==> src/rtl/mem_access_pkg.sv <==
// mem_access_pkg
//    Shared definitions for the load/store unit: datapath width, default
//    memory depth, access-size encodings and the FSM state encoding.
package mem_access_pkg;

   localparam int DATA_W        = 32;
   localparam int MEM_WORDS_DEF = 128;

   typedef enum logic [1:0] {
      SZ_BYTE = 2'b00,
      SZ_HALF = 2'b01,
      SZ_WORD = 2'b10,
      SZ_ILL  = 2'b11
   } size_e;

   typedef enum logic [1:0] {
      IDLE = 2'b00,
      RD   = 2'b01,
      WR   = 2'b10,
      RESP = 2'b11
   } state_e;

endpackage

==> src/rtl/mem_access_unit_if.sv <==
// mem_access_unit_if
//    Bundles the CPU-side request/response handshake and the word-addressed
//    data-memory port of mem_access_unit.
//    slave  : view of the load/store unit (takes requests, drives memory)
//    master : view of the environment (issues requests, models memory)
interface mem_access_unit_if;
   import mem_access_pkg::*;

   // request / response
   logic              req_valid;
   logic              req_ready;
   logic              req_write;
   logic [1:0]        req_size;
   logic              req_signed;
   logic [DATA_W-1:0] req_addr;
   logic [DATA_W-1:0] req_wdata;
   logic              resp_valid;
   logic [DATA_W-1:0] resp_rdata;
   logic              resp_err;

   // data memory
   logic [DATA_W-1:0] mem_addr;
   logic [DATA_W-1:0] mem_wdata;
   logic              mem_write;
   logic              mem_read;
   logic [DATA_W-1:0] mem_rdata;

   modport slave (
      input  req_valid, req_write, req_size, req_signed, req_addr, req_wdata,
      input  mem_rdata,
      output req_ready, resp_valid, resp_rdata, resp_err,
      output mem_addr, mem_wdata, mem_write, mem_read
   );

   modport master (
      output req_valid, req_write, req_size, req_signed, req_addr, req_wdata,
      output mem_rdata,
      input  req_ready, resp_valid, resp_rdata, resp_err,
      input  mem_addr, mem_wdata, mem_write, mem_read
   );

endinterface

==> src/rtl/mem_lane_align.sv <==
// mem_lane_align
//    Purely combinational little-endian lane handling.
//    byte_off : byte offset within the word (addr[1:0])
//    size     : access size encoding (SZ_BYTE/SZ_HALF/SZ_WORD)
//    sign_ext : sign-extend sub-word loads when set
//    ld_word  : memory word being loaded        -> ld_data : extracted, extended value
//    st_base  : current memory word (read back)  -> st_word : word with lane replaced
//    st_data  : right-aligned store data
module mem_lane_align
   import mem_access_pkg::*;
(
   input  logic [1:0]        byte_off,
   input  logic [1:0]        size,
   input  logic              sign_ext,
   input  logic [DATA_W-1:0] ld_word,
   output logic [DATA_W-1:0] ld_data,
   input  logic [DATA_W-1:0] st_base,
   input  logic [DATA_W-1:0] st_data,
   output logic [DATA_W-1:0] st_word
);

   logic [4:0]  byte_lsb;
   logic [4:0]  half_lsb;
   logic [7:0]  ld_byte;
   logic [15:0] ld_half;

   always_comb begin
      byte_lsb = {byte_off, 3'b000};
      half_lsb = {byte_off[1], 4'b0000};
      ld_byte  = ld_word[byte_lsb +: 8];
      ld_half  = ld_word[half_lsb +: 16];

      ld_data = ld_word;
      st_word = st_data;
      case (size)
         SZ_BYTE: begin
            ld_data = sign_ext ? {{24{ld_byte[7]}}, ld_byte} : {24'h0, ld_byte};
            st_word = st_base;
            st_word[byte_lsb +: 8] = st_data[7:0];
         end
         SZ_HALF: begin
            ld_data = sign_ext ? {{16{ld_half[15]}}, ld_half} : {16'h0, ld_half};
            st_word = st_base;
            st_word[half_lsb +: 16] = st_data[15:0];
         end
         default: begin
            // full word: no extension, store replaces the whole word
            ld_data = ld_word;
            st_word = st_data;
         end
      endcase
   end

endmodule

==> src/rtl/mem_access_unit.sv <==
// mem_access_unit
//    Load/store initiator between the CPU and a word-addressed data memory.
//    Byte addresses are turned into word-indexed read/write cycles; sub-word
//    stores are done as read-modify-write.
//    clk, rst : clock and asynchronous active-high reset
//    bus      : request/response handshake plus memory port (slave view)
module mem_access_unit
   import mem_access_pkg::*;
#(
   parameter int MEM_WORDS = MEM_WORDS_DEF
) (
   input  logic             clk,
   input  logic             rst,
   mem_access_unit_if.slave bus
);

   state_e            state_q, state_d;
   logic [DATA_W-1:0] addr_q, addr_d;
   logic [1:0]        size_q, size_d;
   logic              signed_q, signed_d;
   logic              write_q, write_d;
   logic [DATA_W-1:0] wdata_q, wdata_d;
   logic [DATA_W-1:0] rdbuf_q, rdbuf_d;
   logic [DATA_W-1:0] rdata_q, rdata_d;
   logic              err_q, err_d;

   logic              req_err;
   logic [DATA_W-1:0] ld_data;
   logic [DATA_W-1:0] st_word;

   mem_lane_align u_align (
      .byte_off (addr_q[1:0]),
      .size     (size_q),
      .sign_ext (signed_q),
      .ld_word  (bus.mem_rdata),
      .ld_data  (ld_data),
      .st_base  (rdbuf_q),
      .st_data  (wdata_q),
      .st_word  (st_word)
   );

   // Error conditions evaluated on the incoming request at accept time.
   always_comb begin
      req_err = (bus.req_size == SZ_ILL)
             || ((bus.req_size == SZ_HALF) && bus.req_addr[0])
             || ((bus.req_size == SZ_WORD) && (bus.req_addr[1:0] != 2'b00))
             || ({2'b00, bus.req_addr[31:2]} >= 32'(MEM_WORDS));
   end

   always_comb begin
      state_d  = state_q;
      addr_d   = addr_q;
      size_d   = size_q;
      signed_d = signed_q;
      write_d  = write_q;
      wdata_d  = wdata_q;
      rdbuf_d  = rdbuf_q;
      rdata_d  = rdata_q;
      err_d    = err_q;

      case (state_q)
         IDLE: begin
            if (bus.req_valid) begin
               addr_d   = bus.req_addr;
               size_d   = bus.req_size;
               signed_d = bus.req_signed;
               write_d  = bus.req_write;
               wdata_d  = bus.req_wdata;
               err_d    = req_err;
               rdata_d  = '0;          // stores and errors return zero
               if (req_err)
                  state_d = RESP;
               else if (!bus.req_write)
                  state_d = RD;
               else if (bus.req_size == SZ_WORD)
                  state_d = WR;        // full word needs no read-back
               else
                  state_d = RD;        // sub-word store: read-modify-write
            end
         end
         RD: begin
            rdbuf_d = bus.mem_rdata;
            if (write_q) begin
               state_d = WR;
            end else begin
               rdata_d = ld_data;
               state_d = RESP;
            end
         end
         WR:      state_d = RESP;
         default: state_d = IDLE;
      endcase
   end

   always_ff @(posedge clk or posedge rst) begin
      if (rst) begin
         state_q  <= IDLE;
         addr_q   <= '0;
         size_q   <= '0;
         signed_q <= 1'b0;
         write_q  <= 1'b0;
         wdata_q  <= '0;
         rdbuf_q  <= '0;
         rdata_q  <= '0;
         err_q    <= 1'b0;
      end else begin
         state_q  <= state_d;
         addr_q   <= addr_d;
         size_q   <= size_d;
         signed_q <= signed_d;
         write_q  <= write_d;
         wdata_q  <= wdata_d;
         rdbuf_q  <= rdbuf_d;
         rdata_q  <= rdata_d;
         err_q    <= err_d;
      end
   end

   always_comb begin
      bus.req_ready  = (state_q == IDLE) && !rst;
      bus.resp_valid = (state_q == RESP);
      bus.resp_err   = err_q;
      bus.resp_rdata = rdata_q;
      bus.mem_read   = (state_q == RD);
      // Gated by rst so an asserted reset never lets a write edge through.
      bus.mem_write  = (state_q == WR) && !rst;
      bus.mem_addr   = ((state_q == RD) || (state_q == WR)) ? {2'b00, addr_q[31:2]} : '0;
      bus.mem_wdata  = (state_q == WR) ? st_word : '0;
   end

endmodule

==> src/flat_wrapper.sv <==
// flat-port wrapper written by rule: the top's interface ports become plain ports
module mem_access_unit_flat import mem_access_pkg::*;
#(
   parameter int MEM_WORDS = MEM_WORDS_DEF
)
  (clk, rst, bus_req_valid, bus_req_write, bus_req_size, bus_req_signed, bus_req_addr, bus_req_wdata, bus_mem_rdata, bus_req_ready, bus_resp_valid, bus_resp_rdata, bus_resp_err, bus_mem_addr, bus_mem_wdata, bus_mem_write, bus_mem_read);
  mem_access_unit_if bus_i ();
  input  logic clk;
  input  logic rst;
  input wire logic [$bits(bus_i.req_valid)-1:0] bus_req_valid;
  input wire logic [$bits(bus_i.req_write)-1:0] bus_req_write;
  input wire logic [$bits(bus_i.req_size)-1:0] bus_req_size;
  input wire logic [$bits(bus_i.req_signed)-1:0] bus_req_signed;
  input wire logic [$bits(bus_i.req_addr)-1:0] bus_req_addr;
  input wire logic [$bits(bus_i.req_wdata)-1:0] bus_req_wdata;
  input wire logic [$bits(bus_i.mem_rdata)-1:0] bus_mem_rdata;
  output wire logic [$bits(bus_i.req_ready)-1:0] bus_req_ready;
  output wire logic [$bits(bus_i.resp_valid)-1:0] bus_resp_valid;
  output wire logic [$bits(bus_i.resp_rdata)-1:0] bus_resp_rdata;
  output wire logic [$bits(bus_i.resp_err)-1:0] bus_resp_err;
  output wire logic [$bits(bus_i.mem_addr)-1:0] bus_mem_addr;
  output wire logic [$bits(bus_i.mem_wdata)-1:0] bus_mem_wdata;
  output wire logic [$bits(bus_i.mem_write)-1:0] bus_mem_write;
  output wire logic [$bits(bus_i.mem_read)-1:0] bus_mem_read;
  assign bus_i.req_valid = bus_req_valid;
  assign bus_i.req_write = bus_req_write;
  assign bus_i.req_size = bus_req_size;
  assign bus_i.req_signed = bus_req_signed;
  assign bus_i.req_addr = bus_req_addr;
  assign bus_i.req_wdata = bus_req_wdata;
  assign bus_i.mem_rdata = bus_mem_rdata;
  assign bus_req_ready = bus_i.req_ready;
  assign bus_resp_valid = bus_i.resp_valid;
  assign bus_resp_rdata = bus_i.resp_rdata;
  assign bus_resp_err = bus_i.resp_err;
  assign bus_mem_addr = bus_i.mem_addr;
  assign bus_mem_wdata = bus_i.mem_wdata;
  assign bus_mem_write = bus_i.mem_write;
  assign bus_mem_read = bus_i.mem_read;
  mem_access_unit #(.MEM_WORDS(MEM_WORDS)) u_core (.clk(clk), .rst(rst), .bus(bus_i));
endmodule
==> config.mk <==
export PLATFORM = sky130hd
export DESIGN_NAME = mem_access_unit_flat
export DESIGN_NICKNAME = d
export VERILOG_FILES = /design/src/rtl/mem_access_pkg.sv /design/src/rtl/mem_access_unit_if.sv /design/src/rtl/mem_lane_align.sv /design/src/rtl/mem_access_unit.sv /design/src/flat_wrapper.sv
export SDC_FILE = /design/constraint.sdc
export NUM_CORES = 1
export LEC_CHECK = 0
export ABC_AREA = 1
export CORE_MARGIN = 10
export CORE_UTILIZATION = 44
export DETAILED_ROUTE_END_ITERATION = 10
export HOLD_SLACK_MARGIN = 0.03
export PLACE_DENSITY = 0.86
export SYNTH_ARGS = -nofsm -noshare
export SYNTH_HDL_FRONTEND = slang
export SYNTH_SLANG_ARGS = --single-unit
==> constraint.sdc <==
create_clock -name clk -period 4.6 [get_ports clk]
set_clock_uncertainty 0.15 [all_clocks]
set_input_delay 0.69 -clock clk [delete_from_list [all_inputs] [get_ports clk]]
set_output_delay 0.69 -clock clk [all_outputs]
set_load 0.1 [all_outputs]
# After elaboration in Yosys (flattened, before gate mapping)
# Index checks and enable logic that the tools add are counted.
[totals]
regBits = 135
inputBits = 103
output_inout_bits = 101
elab_cells = 59
[op_classes]
addsub = 2
n_lt_le_gt_ge = 1
n_eq_ne = 9
shift = 6
n_mux = 17
n_reduce_logical = 15
[op_table]
columns = ["cell", "count"]
rows = [
  ["one-hot mux 32 bit (2 select lines)", 3],
  ["2-to-1 mux 32 bit", 5],
  ["bitwise mux 32 bit", 2],
  ["variable shift 16 x 7 -> 32 bit, first input constant", 1],
  ["variable shift 8 x 7 -> 32 bit, first input constant", 1],
  ["indexed part select 16 x 7 -> 32 bit", 1],
  ["indexed part select 32 x 6 -> 16 bit", 1],
  ["indexed part select 32 x 6 -> 8 bit", 1],
  ["indexed part select 8 x 7 -> 32 bit", 1],
  [">= comparator 30 x 8 -> 1 bit, second input constant", 1],
  ["2-to-1 mux 30 bit", 1],
  ["negator 5 -> 7 bit", 2],
  ["== test 2 bit, second input constant", 4],
  ["2-to-1 mux 2 bit", 4],
  ["== test 2 x 1 -> 1 bit, second input constant", 3],
  ["one-hot mux 2 bit (3 select lines)", 1],
  ["logical AND 1 bit", 4],
  ["zero test 2 bit", 2],
  ["logical OR 1 bit", 4],
  ["!= test 2 bit, second input constant", 2],
  ["nonzero test 2 bit", 2],
  ["AND reduction 3 bit", 1],
  ["AND reduction 2 bit", 1],
  ["zero test 1 bit", 1],
  ["2-to-1 mux 1 bit", 1],
]

# Logic depth before layout (Yosys ltp)
# Gate-level depths: netlist of run 1.
[logic_depth]
word_depth = 8
depth_mapped = 11
depth_no_buf = 10

# Modules after synthesis
# From an unflattened synthesis of run 1, not the netlist that was laid out.
[unflattened]
cells_unflattened = 1094
hier_area_um2 = 7833.8
[modules_own_cells]
columns = ["mod", "n_inst", "cells_per_inst", "area_per_inst_um2", "seq_area_each_um2"]
rows = [
  ["mem_access_unit", 1, 688, 5878.1, 3378.2],
  ["mem_lane_align", 1, 406, 1955.6, 0.0],
]

# Worst setup path before layout of run 1
# OpenSTA, ideal clock, no wires.
[synth_timing]
path_kind = "reg2out"
start = "register u_core.addr_q[1]"
end = "output bus_mem_wdata[21]"
arrival_time_ns = 3.553
required_ns = 3.760
slack_ns = 0.207
path_stages_with_launch = 12
path_buffers = 4
path_cell_list = "dfrtp_1 buf_2 inv_2 buf_2 buf_1 ha_1 inv_1 clkbuf_1 nand2_1 o21ai_0 o211ai_1 a31oi_1"
[synth_between]
elab_chain_cells = 5
word_cells_on_any_way = 10
classes_between = "add/sub (2); shift (4); mux (4)"
[synth_lines]
columns = ["item", "line", "source"]
rows = [
  ["from (decl)", "mem_access_unit.sv:18", "logic [DATA_W-1:0] addr_q, addr_d;"],
  ["from (signal assigned)", "mem_access_unit.sv:108", "addr_q <= addr_d;"],
  ["negator 5 -> 7 bit (on tied branches)", "mem_lane_align.sv:44, mem_lane_align.sv:39", ""],
  ["indexed part select 16 x 7 -> 32 bit, or another cell as far along", "mem_lane_align.sv:44", "st_word[half_lsb +: 16] = st_data[15:0];"],
  ["bitwise mux 32 bit (on tied branches)", "mem_lane_align.sv:44, mem_lane_align.sv:39", ""],
  ["one-hot mux 32 bit (2 select lines) (*)", "mem_lane_align.sv:35", "case (size)"],
  ["2-to-1 mux 32 bit (*)", "mem_access_unit.sv:128", "bus.mem_wdata = (state_q == WR) ? st_word : '0;"],
  ["to (decl)", "flat_wrapper.sv:22", "output wire logic [$bits(bus_i.mem_wdata)-1:0] bus_mem_wdata;"],
]
# Mark *: on every way between the ends. The rest lies on a longest branch, timed or not.

# Worst setup path after layout of run 1
[layout_timing]
start = "register u_core.addr_q[1]"
end = "output bus_mem_wdata[17]"
# Same word-level chain as after synthesis.

==> summary.md, run 1 <==
| Metric | Value |
|---|---|
| Final cell count without fillers | 1407 |
| R2R setup slack | 1870 ps |
| Arr. time, crit path | 3030 ps |
| R2R cell count | 10 |
| Met1 Track Usage GR | 27.71% |
| Clk slew on worst S/H paths | 60 ps |
| Critical path type | flip-flop to output port |
| Buffers on Ports | 201 |
| Fin Hold WS | 325.7 ps |
| Final setup viols | 0 |
| Yosys warnings | 0 |
| Cell variety after synth | 33 |
| Post-DP HPWL | 18290 um |
| Detail Route Antenna Nets | 0 |
| Minimum clock period | 3865 ps |
| Syn Inst Count | 1002 |
| Status | finished, final reports clean |
| Placed cell areas | 9331 um^2 |
| #FFs+latches synth | 135 |
| Type of the most critical hold path | flip-flop to flip-flop |
| Worst-Margin Slew | 1020 ps |
| Initial antenna violation count | 0 |
| Global Route Usage Sum | 21.98% |
| Hold depth | 2 |
| Wirelength, routed | 24820 um |
| Setup TNS Final | 0 ps |
| Design Area, Final | 9933 um^2 |
| Core area | 16520 um^2 |
| Commonest non-fill, non-tap cell in the layout | nand2_1 |
| Gr busiest metal | met2 |
| Max-Cap Viols | 0 |
| Worst-path maximum fanout | 28 |
| Grt ovf | 0 |
| 1st-iter DRT viols | 768 |
| Vias in the first global route | 7346 |
| CP startpoint kind | flip-flop |
| Cts bufs inserted | 17 |
| Placed cell count | 1374 |
| Initial Utilization | 44.67% |
| Fin nets | 1285 |
| Skew-Pair Late Insertion Delay | 430 ps |
| CTS tree | done |
| Via count | 7522 |
| Pins Over Slew Limit | 0 |
| Layout cells sized above 1 | 11.21% |
| Row cnt | 47 |
| Max-Slew Margin vs Limit | 31.77% |
| # fillers | 1422 |
| Setup Buffers After CTS | 0 |
| Hold Startpoint | u_core.bus.resp_rdata[14]$_DFFE_PP0P_ |
| Final Hold Vio Count | 0 |
| Syn_area_per_cell | 7.367 um^2 |
| First-pass GRT wire length | 39260 um |
| Worst Setup SP | u_core.addr_q[1]$_DFFE_PP0P_ |
| Cts hold-fix bufs | 0 |
| DR WL/cell | 17.64 um |
| WHS Endpoint | u_core.bus.resp_rdata[14]$_DFFE_PP0P_ |
| GPL Wtd Cong | 0.9667 |
| Synth-to-layout area growth | 34.56% |
| Post-Syn Area | 7382 um^2 |
| Remaining DRCs | 0 |
| Worst setup EP type | output port |
| Die area | 22360 um^2 |
| Post-cts sizing count | 0 |
| R2R Path End | u_core.bus.resp_rdata[16]$_DFFE_PP0P_ |
| Fmax | 258.7 MHz |
| Sequential fraction of the synthesis area | 45.76% |
| CTS HTree Levels | 4 |
| Die span in x | 149.5 um |
| Die span in y | 149.5 um |
| Num Clock Sinks | 135 |
| Largest net degree at the start of global routing | 72 |
| Vias per Instance | 5.346 |
| Fin crit share | 84.03% |
| RSZ-0062 raised after global routing | false |
| Most frequent cells in the layout | nand2_1 (403), clkdlybuf4s50_1 (137), dfrtp_1 (135) |
| Met2 Use GR | 33.88% |
| Met3 Use GR | 7.397% |
| Clock buffer depth | 2 |
| IO Count | 204 |
| Worst path required time | 3760 ps |
| R2r startpoint | u_core.state_q[0]$_DFFE_PP0P_ |
| Drt pass-1 iters | 5 |
| Root buf cell | clkbuf_16 |
## logic make-up after synthesis
logic type	synth area share, %
AO/OA/AOI/OAI	16.31
AND/OR/NAND/NOR	25.17
multiplexers	2.017
flip-flops	45.76
buffers and inverters	9.169
other	0.05080
adder cells (fa/ha/maj)	1.525
## final cells by class
type | instances | area, um^2 | share of cell area [%]
Clock buffer | 19 | 452.9 | 4.560
Multi-Input combinational cell | 698 | 3336 | 33.58
Sequential cell | 135 | 3378 | 34.01
Inverter | 110 | 415.4 | 4.182
Timing Repair Buffer | 211 | 1927 | 19.40
Clock inverter | 13 | 146.4 | 1.474
Antenna cell | 1 | 2.502 | 0.02519
Tap cell | 220 | 275.3 | 2.771
## worst max-delay path: stages (launching register included)
cell and delay [ps]:
dfrtp_1 330, buf_4 300, inv_2 260, ha_1 310
inv_1 360, nand2_1 90, o21ai_0 230, o211ai_1 140
a31oi_1 240, buf_4 340
## per-layer routing
metal | routed length (um) | share of wire [%]
met5 | 0 | 0
met4 | 814 | 3.3
met3 | 3152 | 13
met2 | 11150 | 45
met1 | 9698 | 39
## synthesized netlist by cell type
master | instances | share of area (%)
a22oi_1 | 8 | 0.81
buf_2 | 13 | 0.88
o211ai_1 | 13 | 1.3
nand3_1 | 20 | 1.4
nor3_1 | 2 | 0.14
nor2_1 | 36 | 1.8
nor2_4 | 2 | 0.31
a32oi_1 | 16 | 1.9
nand3_4 | 1 | 0.24
nand4_1 | 1 | 0.085
mux2_2 | 7 | 1.1
clkbuf_1 | 42 | 2.1
a21oi_1 | 37 | 2.5
inv_2 | 7 | 0.36
nand2_4 | 1 | 0.15
conb_1 | 1 | 0.051
o21ai_2 | 1 | 0.12
dfrtp_1 | 135 | 46
o221ai_1 | 8 | 0.95
buf_4 | 2 | 0.20
buf_1 | 1 | 0.051
a31oi_1 | 17 | 1.4
o21ai_0 | 83 | 5.6
buf_6 | 2 | 0.31
a21oi_2 | 1 | 0.12
o21ai_1 | 1 | 0.068
inv_1 | 103 | 5.2
nand2_1 | 404 | 21
nor2_2 | 3 | 0.25
mux2i_1 | 7 | 0.95
o22ai_1 | 17 | 1.4
nor2_8 | 1 | 0.27
ha_1 | 9 | 1.5
## sequential cells by signal, summed over array words and instances, names as in the netlist
name and flops:
u_core.size_q 2, u_core.write_q 1, u_core.rdbuf_q 32, u_core.bus.resp_err 1
u_core.signed_q 1, u_core.addr_q 32, u_core.bus.resp_rdata 32, u_core.wdata_q 32
u_core.state_q 2
## how the worst max path moves through the flow
| stage | endpoint | cells past startpoint |
|---|---|---|
| floorplan | u_core.addr_q[0]$_DFFE_PP0P_ | 1 |
| global placement | bus_mem_wdata[8] | 9 |
| finish | bus_mem_wdata[17] | 9 |
| detailed placement | bus_mem_wdata[8] | 9 |
| CTS | bus_mem_wdata[17] | 9 |
| global route | bus_mem_wdata[10] | 9 |
## through the flow
step | setup slack (ps) | util, %
detailed placement | 1288 | 56.47
global placement | 1352 | 56.47
floorplan | 148.9 | -
finish | 734.7 | 60.11
CTS | 796.1 | 60.10
global route | 609.1 | 60.10
Power of run 1 is left out: the tool's default activity adds up to more than one toggle a clock period on the data nets, which glitch-free logic cannot reach.
==> run 2, diff against run 1 <==
--- a/config.mk
+++ b/config.mk
@@ -7,10 +7,10 @@
 export LEC_CHECK = 0
 export ABC_AREA = 1
 export CORE_MARGIN = 10
-export CORE_UTILIZATION = 44
+export CORE_UTILIZATION = 49
 export DETAILED_ROUTE_END_ITERATION = 10
 export HOLD_SLACK_MARGIN = 0.03
-export PLACE_DENSITY = 0.86
+export PLACE_DENSITY = 0.9
 export SYNTH_ARGS = -nofsm -noshare
 export SYNTH_HDL_FRONTEND = slang
 export SYNTH_SLANG_ARGS = --single-unit
==> constraint.sdc (replaced) <==
create_clock -name clk -period 3.9 [get_ports clk]
set_clock_uncertainty 0.15 [all_clocks]
set_input_delay 0.585 -clock clk [delete_from_list [all_inputs] [get_ports clk]]
set_output_delay 0.585 -clock clk [all_outputs]
set_load 0.1 [all_outputs]
==> summary.md, run 2 (synthesized netlist as in run 1, its figures left out) <==
| Metric | Value |
|---|---|
| Largest net degree at the start of global routing | 136 |
| RSZ-0062 raised after global routing | false |
| Root buf cell | clkbuf_16 |
| Minimum clock period | 3559 ps |
| Cts bufs inserted | 17 |
| DR WL/cell | 18.67 um |
| Setup TNS Final | 0 ps |
| Num Clock Sinks | 135 |
| Met3 Use GR | 8.690% |
| Synth-to-layout area growth | 41.29% |
| Most frequent cells in the layout | nand2_1 (403), clkdlybuf4s50_1 (137), dfrtp_1 (135) |
| Drt pass-1 iters | 7 |
| CP startpoint kind | flip-flop |
| IO Count | 204 |
| Die area | 20370 um^2 |
| Die span in x | 142.7 um |
| Pins Over Slew Limit | 0 |
| Buffers on Ports | 201 |
| Clock buffer depth | 2 |
| Final Hold Vio Count | 0 |
| Type of the most critical hold path | flip-flop to flip-flop |
| Row cnt | 44 |
| Worst-Margin Slew | 1196 ps |
| Core area | 14640 um^2 |
| Fin crit share | 91.27% |
| Arr. time, crit path | 2820 ps |
| Global Route Usage Sum | 24.81% |
| Layout cells sized above 1 | 13.72% |
| Initial Utilization | 50.41% |
| Detail Route Antenna Nets | 0 |
| Fin nets | 1287 |
| Skew-Pair Late Insertion Delay | 440 ps |
| Status | finished, final reports clean |
| Worst setup EP type | output port |
| Initial antenna violation count | 0 |
| Die span in y | 142.7 um |
| Post-cts sizing count | 0 |
| Fin Hold WS | 327.7 ps |
| Vias per Instance | 5.527 |
| Worst-path maximum fanout | 14 |
| # fillers | 1132 |
| Antenna Cells | 0 |
| Worst path required time | 3160 ps |
| Wirelength, routed | 25620 um |
| 1st-iter DRT viols | 838 |
| Max-Slew Margin vs Limit | 20.17% |
| CTS tree | done |
| Commonest non-fill, non-tap cell in the layout | nand2_1 |
| Gr busiest metal | met2 |
| Max-Cap Viols | 0 |
| Critical path type | flip-flop to output port |
| CTS HTree Levels | 4 |
| Met2 Use GR | 39.30% |
| Clk slew on worst S/H paths | 60 ps |
| Remaining DRCs | 0 |
| First-pass GRT wire length | 39870 um |
| Met1 Track Usage GR | 30.10% |
| Grt ovf | 0 |
| Post-DP HPWL | 18640 um |
| Final setup viols | 0 |
| GPL Wtd Cong | 0.9689 |
| Vias in the first global route | 7499 |
| Via count | 7583 |
| Setup Buffers After CTS | 0 |
| Cts hold-fix bufs | 0 |
| Fmax | 280.9 MHz |
==> run 2: cell types whose count changed in the layout (fill, tap and decap cells not counted), sizes merged <==
cell	before	now
buf	74	76
bufinv	2	1
clkbuf	19	24
clkinv	6	4
clkinvlp	2	4
diode	1	0
inv	113	109
==> run 2: routing by layer <==
layer  wire length (um)  part of all wire [%]
met1               9978                    39
met2              11860                    46
met3               2880                    11
met4                900                   3.5
met5                  0                     0
==> run 2: cell type report <==
cell class / instances / area [um^2] / area share, %
Clock inverter: 8 / 72.57 / 0.6958
Multi-Input combinational cell: 698 / 3496 / 33.52
Timing Repair Buffer: 213 / 2355 / 22.58
Tap cell: 184 / 230.2 / 2.207
Sequential cell: 135 / 3378 / 32.39
Clock buffer: 24 / 481.7 / 4.619
Inverter: 110 / 416.7 / 3.995
==> run 2: path summary, 6_finish.rpt <==
path / from / endpoint / slack [ps] / depth (start not counted)
max: u_core.addr_q[0]$_DFFE_PP0P_ / bus_mem_wdata[26] / 340 / 8
min: u_core.bus.resp_rdata[9]$_DFFE_PP0P_ / u_core.bus.resp_rdata[9]$_DFFE_PP0P_ / 330 / 2
max reg2reg: u_core.state_q[1]$_DFFE_PP0P_ / u_core.bus.resp_rdata[8]$_DFFE_PP0P_ / 1260 / 9
min reg2reg: u_core.bus.resp_rdata[9]$_DFFE_PP0P_ / u_core.bus.resp_rdata[9]$_DFFE_PP0P_ / 330 / 2
max in group asynchronous: rst / u_core.bus.resp_rdata[26]$_DFFE_PP0P_ / 2280 / 3
min in group asynchronous: rst / u_core.wdata_q[0]$_DFFE_PP0P_ / 800 / 3
==> run 2: per-stage QoR <==
| step | cells | area (um^2) | utilization (%) | setup slack [ps] |
|---|---|---|---|---|
| floorplan | 1003 | 7550 | - | 269.6 |
| global placement | 1340 | 9876 | 67.44 | 995.5 |
| detailed placement | 1340 | 9876 | 67.44 | 908.1 |
| CTS | 1372 | 10430 | 71.22 | 426.1 |
| global route | 1372 | 10430 | 71.22 | 209.0 |
| finish | 1372 | 10430 | 71.22 | 340.5 |
==> run 2: critical path, stage by stage (launching register included) <==
cell,delay (ps)
dfrtp_1,570
inv_2,200
ha_1,290
inv_1,330
nand3_1,200
o22ai_1,190
nand2_1,120
a31oi_2,260
buf_12,220
Power of run 2 is left out for the same reason.
==> run 3, diff against run 2 <==
--- a/config.mk
+++ b/config.mk
@@ -7,10 +7,11 @@
 export LEC_CHECK = 0
 export ABC_AREA = 1
 export CORE_MARGIN = 10
-export CORE_UTILIZATION = 49
+export CORE_UTILIZATION = 50
 export DETAILED_ROUTE_END_ITERATION = 10
 export HOLD_SLACK_MARGIN = 0.03
-export PLACE_DENSITY = 0.9
+export PLACE_DENSITY = 0.91
 export SYNTH_ARGS = -nofsm -noshare
 export SYNTH_HDL_FRONTEND = slang
+export SYNTH_HIERARCHICAL = 1
 export SYNTH_SLANG_ARGS = --single-unit
==> constraint.sdc (replaced) <==
create_clock -name clk -period 3.4 [get_ports clk]
set_clock_uncertainty 0.15 [all_clocks]
set_input_delay 0.51 -clock clk [delete_from_list [all_inputs] [get_ports clk]]
set_output_delay 0.51 -clock clk [all_outputs]
set_load 0.1 [all_outputs]
==> summary.md, run 3 <==
| Metric | Value |
|---|---|
| Core area | 15260 um^2 |
| Crit path max-delay family | simple AND/OR/NAND/NOR gates |
| Drt pass-1 iters | 6 |
| Yosys warnings | 6 |
| Final WS setup | 142.8 ps |
| Worst-Margin Slew | 821.8 ps |
| GPL Wtd Cong | 0.9251 |
| CTS HTree Levels | 4 |
| Sequential fraction of the synthesis area | 43.12% |
| Final setup viols | 0 |
| #FFs+latches synth | 135 |
| CTS tree | done |
| Arr. time, crit path | 2600 ps |
| Row cnt | 45 |
| Syn Inst Count | 1094 |
| Max-Cap Viols | 0 |
| Max-Slew Margin vs Limit | 45.21% |
| Status | finished, final reports clean |
| Fin crit share | 95.80% |
| Post-Syn Area | 7834 um^2 |
| Buffers on Ports | 201 |
| Vias per Instance | 5.205 |
| Critical Path Most Common Cell | nand2_1 |
| Initial Utilization | 51.34% |
| Type of the most critical hold path | flip-flop to flip-flop |
| Worst path required time | 2740 ps |
| Setup Buffers After CTS | 0 |
| Area leader, netlist | dfrtp_1 |
| IO Count | 204 |
| Layout cells sized above 1 | 17.57% |
| Fmax | 307.0 MHz |
| Pins Over Slew Limit | 0 |
| Die span in y | 145.2 um |
| Die area | 21070 um^2 |
| Dpl ws | 585.9 ps |
| Skew-Pair Late Insertion Delay | 420 ps |
| CP peak stage delay | 560 ps |
| Post-cts sizing count | 0 |
| Worst setup EP type | output port |
| First-pass GRT wire length | 39690 um |
| Placed cell areas | 10150 um^2 |
| Detail Route Antenna Nets | 0 |
| Fin Hold WS | 328.8 ps |
| Most frequent cells in the layout | nand2_1 (481), inv_1 (145), dfrtp_1 (135) |
| Area contributors post-synth | dfrtp_1 (43%), nand2_1 (23%), inv_1 (7.0%) |
| 1st-iter DRT viols | 775 |
| Synth cell count leaders | nand2_1 (482), inv_1 (146), dfrtp_1 (135) |
| Async SR Flop Fraction | 100.0% |
| Worst path slowest cell | dfrtp_1 |
| Syn_area_per_cell | 7.161 um^2 |
| Commonest non-fill, non-tap cell in the layout | nand2_1 |
| CP startpoint kind | flip-flop |
| Minimum clock period | 3257 ps |
| Cts bufs inserted | 17 |
| Root buf cell | clkbuf_16 |
| Number of synthesized flops with an enable pin | 0 |
| Remaining DRCs | 0 |
| Grt ovf | 0 |
| DR WL/cell | 16.83 um |
| Post-DP HPWL | 18460 um |
| Wirelength, routed | 25300 um |
| Clock buffer depth | 2 |
| Primary FF master, synth | dfrtp_1 |
| CP cell instances | inv_4, ha_1, inv_1, nor2_1, nand2_1, o21ai_0, nand2_1, nand2_1, nand2_1, inv_1, buf_12 |
| Num Clock Sinks | 135 |
| Antenna Cells | 0 |
| Post-synth top area share | 43.12% |
| Via count | 7823 |
| Synth-to-layout area growth | 37.65% |
| Worst-path maximum fanout | 10 |
| Fin nets | 1391 |
| Cell variety after synth | 36 |
| Most frequent cell after synthesis | nand2_1 |
| Largest net degree at the start of global routing | 91 |
| WP buf/inv | 4 |
| R2R setup slack | 1150 ps |
| Clk slew on worst S/H paths | 50 ps |
| Cts hold-fix bufs | 0 |
| Setup TNS Final | 0 ps |
| Final Hold Vio Count | 0 |
| Die span in x | 145.2 um |
| Design Area, Final | 10780 um^2 |
| Critical path type | flip-flop to output port |
| Initial antenna violation count | 0 |
| Global Route Usage Sum | 23.15% |
| Vias in the first global route | 7514 |
[run 3: cell type report]
class                   instances  area, um^2
flip-flops and latches        135        3378
multi-input cells             759        3640
repair buffers                215        2295
clock inverters                13       178.9
inverters                     151       584.3
clock buffers                  19       442.9
fillers                      1170        4476
well taps                     211       264.0
[run 3: worst register-to-register path, cell delays in order (launching register included)]
cell and delay [ps]:
dfrtp_1 440, inv_1 100, ha_1 290, inv_1 100, nor2_1 400, a211oi_4 50
buf_4 310, nand3_1 140, o21ai_0 120
[run 3: logic make-up (layout without fill, tap and decap cells)]
family                     count (synthesis)  count (layout)  share of synthesized area (%)
and+or+nand+nor                          634             634                          34.47
buffers and inverters                    201             398                          10.65
DFF                                      135             135                          43.12
AOI/OAI and AO/OA                         82              82                          5.670
muxes                                     32              32                          4.600
adders and majority gates                  9               9                          1.437
other                                      1               2                        0.04787
[run 3: worst paths after layout]
check                                          startpoint                                   end  cells past startpoint
max in group asynchronous                             rst        u_core/wdata_q[16]$_DFFE_PP0P_                      3
min in group asynchronous                             rst         u_core/wdata_q[4]$_DFFE_PP0P_                      2
min                        u_core/wdata_q[22]$_DFFE_PP0P_        u_core/wdata_q[22]$_DFFE_PP0P_                      2
min reg2reg                u_core/wdata_q[22]$_DFFE_PP0P_        u_core/wdata_q[22]$_DFFE_PP0P_                      2
max                          u_core/addr_q[0]$_DFFE_PP0P_                     bus_mem_wdata[18]                     11
max reg2reg                 u_core/state_q[0]$_DFFE_PP0P_  u_core/bus.resp_rdata[8]$_DFFE_PP0P_                      8
[run 3: metal layers]
layer,GRT usage (%),part of all wire [%]
met4,9.302,3.3
met1,28.47,40
met2,37.43,47
met3,6.706,9.5
met5,0,0
[run 3: metrics by stage]
step                      util (%)  std cells
after detailed placement     66.54       1471
after global routing         70.67       1503
after floorplan                  -       1095
final                        70.67       1503
after global placement       66.54       1471
after CTS                    70.61       1503
Power of run 3 is left out for the same reason.
